--- config.mk ---
export PLATFORM = sky130hd
export DESIGN_NAME = uart_cmd_host_flat
export DESIGN_NICKNAME = d
export VERILOG_FILES = /design/src/rtl/uart_cmd_pkg.sv /design/src/rtl/uart_cmd_host_if.sv /design/src/rtl/uart_cmd_timer.sv /design/src/rtl/uart_cmd_host.sv /design/src/flat_wrapper.sv
export SDC_FILE = /design/constraint.sdc
export NUM_CORES = 1
export LEC_CHECK = 0
export BUFFER_PORTS_ARGS = -buffer_cell sky130_fd_sc_hd__buf_2
export CAP_MARGIN = 5
export CORE_MARGIN = 5
export CORE_UTILIZATION = 58
export DETAILED_ROUTE_END_ITERATION = 10
export GPL_ROUTABILITY_DRIVEN = 0
export PLACE_DENSITY = 0.86
export SYNTH_ARGS = -nofsm -noshare
export SYNTH_HDL_FRONTEND = slang
export SYNTH_SLANG_ARGS = --single-unit
--- constraint.sdc ---
create_clock -name clk -period 4.1 [get_ports clk]
set_input_delay 1.23 -clock clk [delete_from_list [all_inputs] [get_ports clk]]
set_output_delay 1.23 -clock clk [all_outputs]
set_load 0.05 [all_outputs]
--- src/rtl/uart_cmd_pkg.sv ---
// Shared types and constants for the UART command host: command encodings, FSM states,
// protocol opcodes and the per-command TX/reply byte counts.
package uart_cmd_pkg;

  typedef enum logic [1:0] {
    CMD_WR      = 2'b00,
    CMD_RD      = 2'b01,
    CMD_ALU_OPS = 2'b10,
    CMD_ALU     = 2'b11
  } cmd_type_e;

  typedef enum logic [1:0] {
    IDLE     = 2'd0,
    SEND     = 2'd1,
    WAIT_RSP = 2'd2,
    DONE     = 2'd3
  } state_e;

  localparam logic [7:0] OP_WR      = 8'hAA;
  localparam logic [7:0] OP_RD      = 8'hBB;
  localparam logic [7:0] OP_ALU_OPS = 8'hCC;
  localparam logic [7:0] OP_ALU     = 8'hDD;

  localparam logic [2:0] TX_LEN_WR      = 3'd3;
  localparam logic [2:0] TX_LEN_RD      = 3'd2;
  localparam logic [2:0] TX_LEN_ALU_OPS = 3'd4;
  localparam logic [2:0] TX_LEN_ALU     = 3'd2;

  localparam logic [1:0] RSP_LEN_WR      = 2'd0;
  localparam logic [1:0] RSP_LEN_RD      = 2'd1;
  localparam logic [1:0] RSP_LEN_ALU_OPS = 2'd2;
  localparam logic [1:0] RSP_LEN_ALU     = 2'd2;

  function automatic logic [2:0] tx_len(input cmd_type_e t);
    case (t)
      CMD_WR:      return TX_LEN_WR;
      CMD_RD:      return TX_LEN_RD;
      CMD_ALU_OPS: return TX_LEN_ALU_OPS;
      default:     return TX_LEN_ALU;
    endcase
  endfunction

  function automatic logic [1:0] rsp_len(input cmd_type_e t);
    case (t)
      CMD_WR:      return RSP_LEN_WR;
      CMD_RD:      return RSP_LEN_RD;
      CMD_ALU_OPS: return RSP_LEN_ALU_OPS;
      default:     return RSP_LEN_ALU;
    endcase
  endfunction

endpackage

--- src/rtl/uart_cmd_host_if.sv ---
// Command, TX byte, RX byte and response signals of the UART command host.
// The host block uses the slave modport; the sequencer/UART side uses master.
interface uart_cmd_host_if #(
  parameter int D_WIDTH  = 8,
  parameter int ADDRESS  = 4,
  parameter int FUNC_ALU = 4
);
  logic                   cmd_valid;
  logic                   cmd_ready;
  logic [1:0]             cmd_type;
  logic [ADDRESS-1:0]     cmd_addr;
  logic [D_WIDTH-1:0]     cmd_wdata;
  logic [D_WIDTH-1:0]     cmd_opb;
  logic [FUNC_ALU-1:0]    cmd_func;
  logic [D_WIDTH-1:0]     tx_p_data;
  logic                   tx_d_vld;
  logic                   tx_ready;
  logic [D_WIDTH-1:0]     rx_p_data;
  logic                   rx_d_vld;
  logic [2*D_WIDTH-1:0]   resp_data;
  logic                   resp_valid;
  logic                   resp_timeout;
  logic                   busy;

  modport slave (
    input  cmd_valid, cmd_type, cmd_addr, cmd_wdata, cmd_opb, cmd_func,
    input  tx_ready, rx_p_data, rx_d_vld,
    output cmd_ready, tx_p_data, tx_d_vld, resp_data, resp_valid, resp_timeout, busy
  );

  modport master (
    output cmd_valid, cmd_type, cmd_addr, cmd_wdata, cmd_opb, cmd_func,
    output tx_ready, rx_p_data, rx_d_vld,
    input  cmd_ready, tx_p_data, tx_d_vld, resp_data, resp_valid, resp_timeout, busy
  );
endinterface

--- src/rtl/uart_cmd_timer.sv ---
// Reply timeout counter: clears on request, counts while enabled, and flags the cycle
// on which the count sits at TIMEOUT_CYC-1 without a clear.
module uart_cmd_timer #(
  parameter int TIMEOUT_W   = 16,
  parameter int TIMEOUT_CYC = 50000
) (
  input  logic clk,
  input  logic rst,
  input  logic clear,
  input  logic enable,
  output logic expire
);
  localparam logic [TIMEOUT_W-1:0] LIMIT = TIMEOUT_W'(TIMEOUT_CYC - 1);

  logic [TIMEOUT_W-1:0] count;

  always_ff @(posedge clk) begin
    if (rst || clear) begin
      count <= '0;
    end else if (enable && count != LIMIT) begin
      count <= count + TIMEOUT_W'(1);
    end
  end

  // A clear in the threshold cycle means a byte arrived, which takes priority.
  assign expire = enable && !clear && (count == LIMIT);

endmodule

--- src/rtl/uart_cmd_host.sv ---
// Host-side UART command initiator: serialises one command onto TX and assembles its reply from RX.
// Define STRAY_CNT_EN to add stray_cnt, a saturating count of RX bytes seen outside WAIT_RSP.
module uart_cmd_host
  import uart_cmd_pkg::*;
#(
  parameter int D_WIDTH     = 8,
  parameter int ADDRESS     = 4,
  parameter int FUNC_ALU    = 4,
  parameter int TIMEOUT_W   = 16,
  parameter int TIMEOUT_CYC = 50000
) (
  input  logic clk,
  input  logic rst,
`ifdef STRAY_CNT_EN
  output logic [7:0] stray_cnt,
`endif
  uart_cmd_host_if.slave bus
);

  state_e               state, state_nxt;
  cmd_type_e            type_q;
  logic [ADDRESS-1:0]   addr_q;
  logic [D_WIDTH-1:0]   wdata_q, opb_q, tx_byte;
  logic [FUNC_ALU-1:0]  func_q;
  logic [1:0]           tx_idx;
  logic                 rx_idx;
  logic [2*D_WIDTH-1:0] resp_q;
  logic                 ready_q, valid_q, timeout_q;
  logic                 accept, tx_fire, tx_last, rx_take, rx_last, expire;

  assign accept  = bus.cmd_valid && ready_q;
  assign tx_fire = (state == SEND) && bus.tx_ready;
  assign tx_last = {1'b0, tx_idx} == (tx_len(type_q) - 3'd1);
  assign rx_take = (state == WAIT_RSP) && bus.rx_d_vld;
  assign rx_last = ({1'b0, rx_idx} + 2'd1) == rsp_len(type_q);

  uart_cmd_timer #(
    .TIMEOUT_W  (TIMEOUT_W),
    .TIMEOUT_CYC(TIMEOUT_CYC)
  ) u_timer (
    .clk   (clk),
    .rst   (rst),
    .clear ((state != WAIT_RSP) || bus.rx_d_vld),
    .enable(state == WAIT_RSP),
    .expire(expire)
  );

  always_ff @(posedge clk) begin
    if (rst) state <= IDLE;
    else     state <= state_nxt;
  end

  always_comb begin
    state_nxt = state;
    case (state)
      IDLE:     if (accept) state_nxt = SEND;
      SEND:     if (tx_fire && tx_last)
                  state_nxt = (rsp_len(type_q) != 2'd0) ? WAIT_RSP : DONE;
      WAIT_RSP: if (rx_take && rx_last) state_nxt = DONE;
                else if (expire)        state_nxt = IDLE;
      default:  state_nxt = IDLE;
    endcase
  end

  // Protocol byte for the current index; ADDR and FUNC are zero-extended to a full byte.
  always_comb begin
    tx_byte = '0;
    case (type_q)
      CMD_WR:
        case (tx_idx)
          2'd0:    tx_byte = D_WIDTH'(OP_WR);
          2'd1:    tx_byte = D_WIDTH'(addr_q);
          default: tx_byte = wdata_q;
        endcase
      CMD_RD:
        tx_byte = (tx_idx == 2'd0) ? D_WIDTH'(OP_RD) : D_WIDTH'(addr_q);
      CMD_ALU_OPS:
        case (tx_idx)
          2'd0:    tx_byte = D_WIDTH'(OP_ALU_OPS);
          2'd1:    tx_byte = wdata_q;
          2'd2:    tx_byte = opb_q;
          default: tx_byte = D_WIDTH'(func_q);
        endcase
      default:
        tx_byte = (tx_idx == 2'd0) ? D_WIDTH'(OP_ALU) : D_WIDTH'(func_q);
    endcase
  end

  always_ff @(posedge clk) begin
    if (rst) begin
      ready_q   <= 1'b0;
      valid_q   <= 1'b0;
      timeout_q <= 1'b0;
      resp_q    <= '0;
      type_q    <= CMD_WR;
      addr_q    <= '0;
      wdata_q   <= '0;
      opb_q     <= '0;
      func_q    <= '0;
      tx_idx    <= '0;
      rx_idx    <= 1'b0;
    end else begin
      ready_q   <= (state_nxt == IDLE);
      valid_q   <= (state_nxt == DONE);
      timeout_q <= expire;
      if (accept) begin
        type_q  <= cmd_type_e'(bus.cmd_type);
        addr_q  <= bus.cmd_addr;
        wdata_q <= bus.cmd_wdata;
        opb_q   <= bus.cmd_opb;
        func_q  <= bus.cmd_func;
        tx_idx  <= '0;
        rx_idx  <= 1'b0;
        resp_q  <= '0;
      end
      if (tx_fire) tx_idx <= tx_idx + 2'd1;
      if (rx_take) begin
        if (rx_idx) resp_q[2*D_WIDTH-1:D_WIDTH] <= bus.rx_p_data;
        else        resp_q[D_WIDTH-1:0]         <= bus.rx_p_data;
        rx_idx <= 1'b1;
      end
      if (expire) resp_q <= '0;
    end
  end

  assign bus.cmd_ready    = ready_q;
  assign bus.tx_d_vld     = (state == SEND);
  assign bus.tx_p_data    = (state == SEND) ? tx_byte : '0;
  assign bus.resp_data    = resp_q;
  assign bus.resp_valid   = valid_q;
  assign bus.resp_timeout = timeout_q;
  assign bus.busy         = (state != IDLE);

`ifdef STRAY_CNT_EN
  logic [7:0] stray_q;

  always_ff @(posedge clk) begin
    if (rst) begin
      stray_q <= '0;
    end else if (bus.rx_d_vld && state != WAIT_RSP && stray_q != 8'hFF) begin
      stray_q <= stray_q + 8'd1;
    end
  end

  assign stray_cnt = stray_q;
`else
  // RX strobes outside WAIT_RSP never reach rx_take and are dropped.
`endif

endmodule

--- src/flat_wrapper.sv ---
// flat-port wrapper written by rule: the top's interface ports become plain ports
module uart_cmd_host_flat import uart_cmd_pkg::*;
#(
  parameter int D_WIDTH     = 8,
  parameter int ADDRESS     = 4,
  parameter int FUNC_ALU    = 4,
  parameter int TIMEOUT_W   = 16,
  parameter int TIMEOUT_CYC = 50000
)
  (clk, rst, bus_cmd_valid, bus_cmd_type, bus_cmd_addr, bus_cmd_wdata, bus_cmd_opb, bus_cmd_func, bus_tx_ready, bus_rx_p_data, bus_rx_d_vld, bus_cmd_ready, bus_tx_p_data, bus_tx_d_vld, bus_resp_data, bus_resp_valid, bus_resp_timeout, bus_busy);
  uart_cmd_host_if #(.D_WIDTH(D_WIDTH), .ADDRESS(ADDRESS), .FUNC_ALU(FUNC_ALU)) bus_i ();
  input  logic clk;
  input  logic rst;
  input wire logic [$bits(bus_i.cmd_valid)-1:0] bus_cmd_valid;
  input wire logic [$bits(bus_i.cmd_type)-1:0] bus_cmd_type;
  input wire logic [$bits(bus_i.cmd_addr)-1:0] bus_cmd_addr;
  input wire logic [$bits(bus_i.cmd_wdata)-1:0] bus_cmd_wdata;
  input wire logic [$bits(bus_i.cmd_opb)-1:0] bus_cmd_opb;
  input wire logic [$bits(bus_i.cmd_func)-1:0] bus_cmd_func;
  input wire logic [$bits(bus_i.tx_ready)-1:0] bus_tx_ready;
  input wire logic [$bits(bus_i.rx_p_data)-1:0] bus_rx_p_data;
  input wire logic [$bits(bus_i.rx_d_vld)-1:0] bus_rx_d_vld;
  output wire logic [$bits(bus_i.cmd_ready)-1:0] bus_cmd_ready;
  output wire logic [$bits(bus_i.tx_p_data)-1:0] bus_tx_p_data;
  output wire logic [$bits(bus_i.tx_d_vld)-1:0] bus_tx_d_vld;
  output wire logic [$bits(bus_i.resp_data)-1:0] bus_resp_data;
  output wire logic [$bits(bus_i.resp_valid)-1:0] bus_resp_valid;
  output wire logic [$bits(bus_i.resp_timeout)-1:0] bus_resp_timeout;
  output wire logic [$bits(bus_i.busy)-1:0] bus_busy;
  assign bus_i.cmd_valid = bus_cmd_valid;
  assign bus_i.cmd_type = bus_cmd_type;
  assign bus_i.cmd_addr = bus_cmd_addr;
  assign bus_i.cmd_wdata = bus_cmd_wdata;
  assign bus_i.cmd_opb = bus_cmd_opb;
  assign bus_i.cmd_func = bus_cmd_func;
  assign bus_i.tx_ready = bus_tx_ready;
  assign bus_i.rx_p_data = bus_rx_p_data;
  assign bus_i.rx_d_vld = bus_rx_d_vld;
  assign bus_cmd_ready = bus_i.cmd_ready;
  assign bus_tx_p_data = bus_i.tx_p_data;
  assign bus_tx_d_vld = bus_i.tx_d_vld;
  assign bus_resp_data = bus_i.resp_data;
  assign bus_resp_valid = bus_i.resp_valid;
  assign bus_resp_timeout = bus_i.resp_timeout;
  assign bus_busy = bus_i.busy;
  uart_cmd_host #(.D_WIDTH(D_WIDTH), .ADDRESS(ADDRESS), .FUNC_ALU(FUNC_ALU), .TIMEOUT_W(TIMEOUT_W), .TIMEOUT_CYC(TIMEOUT_CYC)) u_core (.clk(clk), .rst(rst), .bus(bus_i));
endmodule
==> summary.txt <==
Status
  • Status: completed

Power and ir drop
  • Register share of total power: 0.492
  • Clk pwr share: 0.396
  • Overall Power: around 0.0014 W
  • Cell internal pwr: between 0.001 and 0.0015 W
  • Switching portion of total power: 0.256
  • Maximum vdd drop: between 0.0003 and 0.0004 V
  • Leak pwr: 1.41 nW
  • Switching power: between 0.0003 and 0.0004 W
  • Pwr dens: between 300 and 400 nW/µm²
  • Comb pwr share: 0.112

Yosys
  • Synthesized area: roughly 3100 µm²
  • Main synth FF type: dfxtp_1
  • Number of synthesis warnings: 0
  • Async SR Flop Fraction: 0
  • Post-synthesis register bit count: 66
  • Seq/Total Area, Yosys: 0.420
  • Mean Syn Cell Area: around 8 µm²
  • Yosys cell types: 50
  • Post-Syn Instances: around 400
  • EDFF count, synth: 0
  • Syn_nets: around 450

Clock network
  • CTS resizes: 0
  • CTS tree: built
  • Clock sinks: between 60 and 70
  • Postcts setup bufs: 0
  • TritonCTS buffer count: 9
  • CTS Buffer Depth: 2
  • Root Driver: clkbuf_8
  • CTS Hold Bufs: 0
  • CTS H-Tree Depth: 3
  • Worst-skew pair later-pin latency: 0.34 ns
  • Reg clk slew, reported paths: 0.07 ns

STA
  • Max Slew Vio Count: 0
  • Final Hold Viols: 0
  • Clock skew: 0.0105 ns
  • Fin crit period: roughly 3.6 ns
  • Slew @ Worst Pin: roughly 0.97 ns
  • Achievable frequency: 278 MHz
  • Final setup vio count: 0
  • RSZ-0062 raised after global routing: false
  • Period utilization: 0.878
  • Relative slew slack: 0.345
  • Setup tns final: 0 ns

Floorplan
  • Die X: around 84 µm
  • Initial core utilization: 0.608
  • Core area: approximately 5200 µm²
  • # rows: 26
  • I/O Pins: just under 70
  • Die area: 7000 µm²
  • Die Span Y: between 80 and 90 µm

Worst setup path
  • CP Class: register to output port
  • R2R Setup Slk: a little under 2 ns
  • CP Cell Sequence: inv_1, ha_1, nor2_1, a22oi_1, or3_1, a31oi_1, buf_2
  • Required time of the critical path: 2.87 ns
  • Slowest-stage cell, CP: dfxtp_1
  • Reg2Reg Depth: 4
  • Worst path arrival time: around 2.4 ns
  • Highest net fanout along the worst path: 13
  • Critical Path End Type: output port
  • R2r endpoint: u_core.bus.resp_data[1]$_SDFF_PP0_
  • R2r startpoint: u_core.u_timer.count[7]$_SDFFE_PP0P_
  • Critical path's top delay family: simple AND/OR/NAND/NOR gates
  • Critical path buffer and inverter count: 2
  • Setup crit start kind: register
  • Max stage delay on crit path: approximately 0.44 ns

Placement
  • Port bufs: between 60 and 70
  • HPWL Detailed: between 5000 and 6000 µm

Worst hold path
  • Hold Crit Start: u_core.opb_q[5]$_SDFFE_PP0P_
  • WHS Path Cells: 2
  • WHS Endpoint: u_core.opb_q[5]$_SDFFE_PP0P_
  • Tightest Hold Check Type: register to register

Global route
  • Largest net degree at the start of global routing: 37
  • Global-route wire length before repair: roughly 13,000 µm
  • Total gr overflow: 0
  • Vias in the first global route: about 2,800
  • Initial antenna violation count: 0
  • Tot GR Track Use: 0.223

Routing
  • Drt first pass iters: 5
  • Detailed-route DRC error count: 0
  • DR vias: between 3,000 and 4,000
  • Via/cell ratio: around 5.9
  • Iteration-0 DRC Markers: ~200
  • WL/cell: 14.7 µm
  • Final wirelength: between 7000 and 8000 µm
  • Final ANT Viol Nets: 0

Finish
  • Multi-input combinational cell area: 1680 µm²
  • Register area: about 1300 µm²
  • Share of cells above drive strength 1: 0.204
  • Number of diodes: 0
  • Synthesis-to-finish area growth: 16.4%
  • Final design utilization: 0.708
  • FILL cells: approximately 410
  • Nets: ~500

Flow run
  • Number of max-cap violations: 0
## cell usage in the layout (no fill, tap or decap), drive strengths merged, types with 7 or more instances in the layout
cell     n
a21oi   57
buf     69
clkbuf  14
dfxtp   66
nand2   85
nand3   26
nand4    7
nor2    20
nor3     8
o21ai   12
xor2     8
## cells by family after synthesis
logic type,after synthesis,synth area share
muxes,2,0.00636
AOI/OAI and AO/OA,103,0.199
and+or+nand+nor,183,0.283
buffers and inverters,35,0.0465
adders and majority gates,5,0.0199
xor gates and xnor gates,9,0.0251
DFF,66,0.420
## worst max path at each step
stage	start	endpoint	slack, ns	cells past startpoint
2_1_floorplan	u_core.tx_idx[1]$_SDFFE_PP0P_	bus_tx_p_data[3]	0.41	7
3_3_place_gp	u_core.tx_idx[0]$_SDFFE_PP0P_	bus_tx_p_data[2]	0.97	7
3_5_place_dp	u_core.tx_idx[0]$_SDFFE_PP0P_	bus_tx_p_data[2]	0.90	7
4_1_cts	u_core.tx_idx[0]$_SDFFE_PP0P_	bus_tx_p_data[2]	0.52	7
5_1_grt	u_core.tx_idx[0]$_SDFFE_PP0P_	bus_tx_p_data[2]	0.35	7
6_report	u_core.tx_idx[0]$_SDFFE_PP0P_	bus_tx_p_data[2]	0.50	7
## worst reg2reg max path: stages, from the launching register on
cell	delay, ns
dfxtp_1	0.37
or4b_1	0.56
or4_4	0.62
o21bai_4	0.38
a21oi_1	0.09
## stage by stage
| step | instances | setup slack (ns) | hold slack (ns) | cell area (µm²) |
|---|---|---|---|---|
| final | 530 | 0.500 | 0.460 | 3660 |
| after global routing | 530 | 0.352 | 0.486 | 3660 |
| after CTS | 530 | 0.518 | 0.463 | 3660 |
| after detailed placement | 514 | 0.905 | 0.454 | 3460 |
| after global placement | 514 | 0.967 | 0.448 | 3460 |
| after floorplan | 403 | 0.407 | 0.436 | 3150 |
## sequential cells by signal, summed over array words and instances, names as in the netlist, 4 cells and up
register              count
u_core.u_timer.count     16
u_core.bus.resp_data     16
u_core.wdata_q            8
u_core.func_q             4
u_core.addr_q             4
u_core.opb_q              8
## cell type report
| type | count | share of cell area |
|---|---|---|
| multi-input combinational | 302 | 0.458 |
| sequential | 66 | 0.361 |
| clock buffer | 14 | 0.0444 |
| inverter | 7 | 0.00718 |
| clock inverter | 2 | 0.00957 |
| timing repair buffer | 69 | 0.0957 |
| tap | 70 | 0.0239 |
## routing by layer
layer  share of wire  GRT usage  wire length (µm)  vias up
met2            0.48      0.372              3760      135
met4           0.019     0.0804               146        0
li1                -          -                 -     1525
met5               0          0                 0        -
met1            0.43      0.277              3330     1445
met3           0.072     0.0592               564       17
## synthesized netlist by cell type (5+ instances only)
master,count,share of area
a211oi_1,6,0.014
a21oi_1,57,0.091
a31oi_1,6,0.012
clkbuf_1,26,0.031
dfxtp_1,66,0.42
ha_1,5,0.020
inv_1,6,0.0072
nand2_1,85,0.10
nand3_1,26,0.041
nand4_1,7,0.014
nor2_1,20,0.024
nor3_1,7,0.011
o21ai_0,12,0.019
or3_1,5,0.0099
xor2_1,8,0.022
## power by group through the flow
stage	logic, W	registers (W)	clock network (W)
final	0.000154	0.000677	0.000545
after global routing	0.000169	0.000679	0.000589
after CTS	0.000154	0.000676	0.000554
after detailed placement	0.000153	0.000690	0
after global placement	0.000150	0.000690	0
after floorplan	0.000107	0.000689	0
Power figures use the tool's default switching activity.
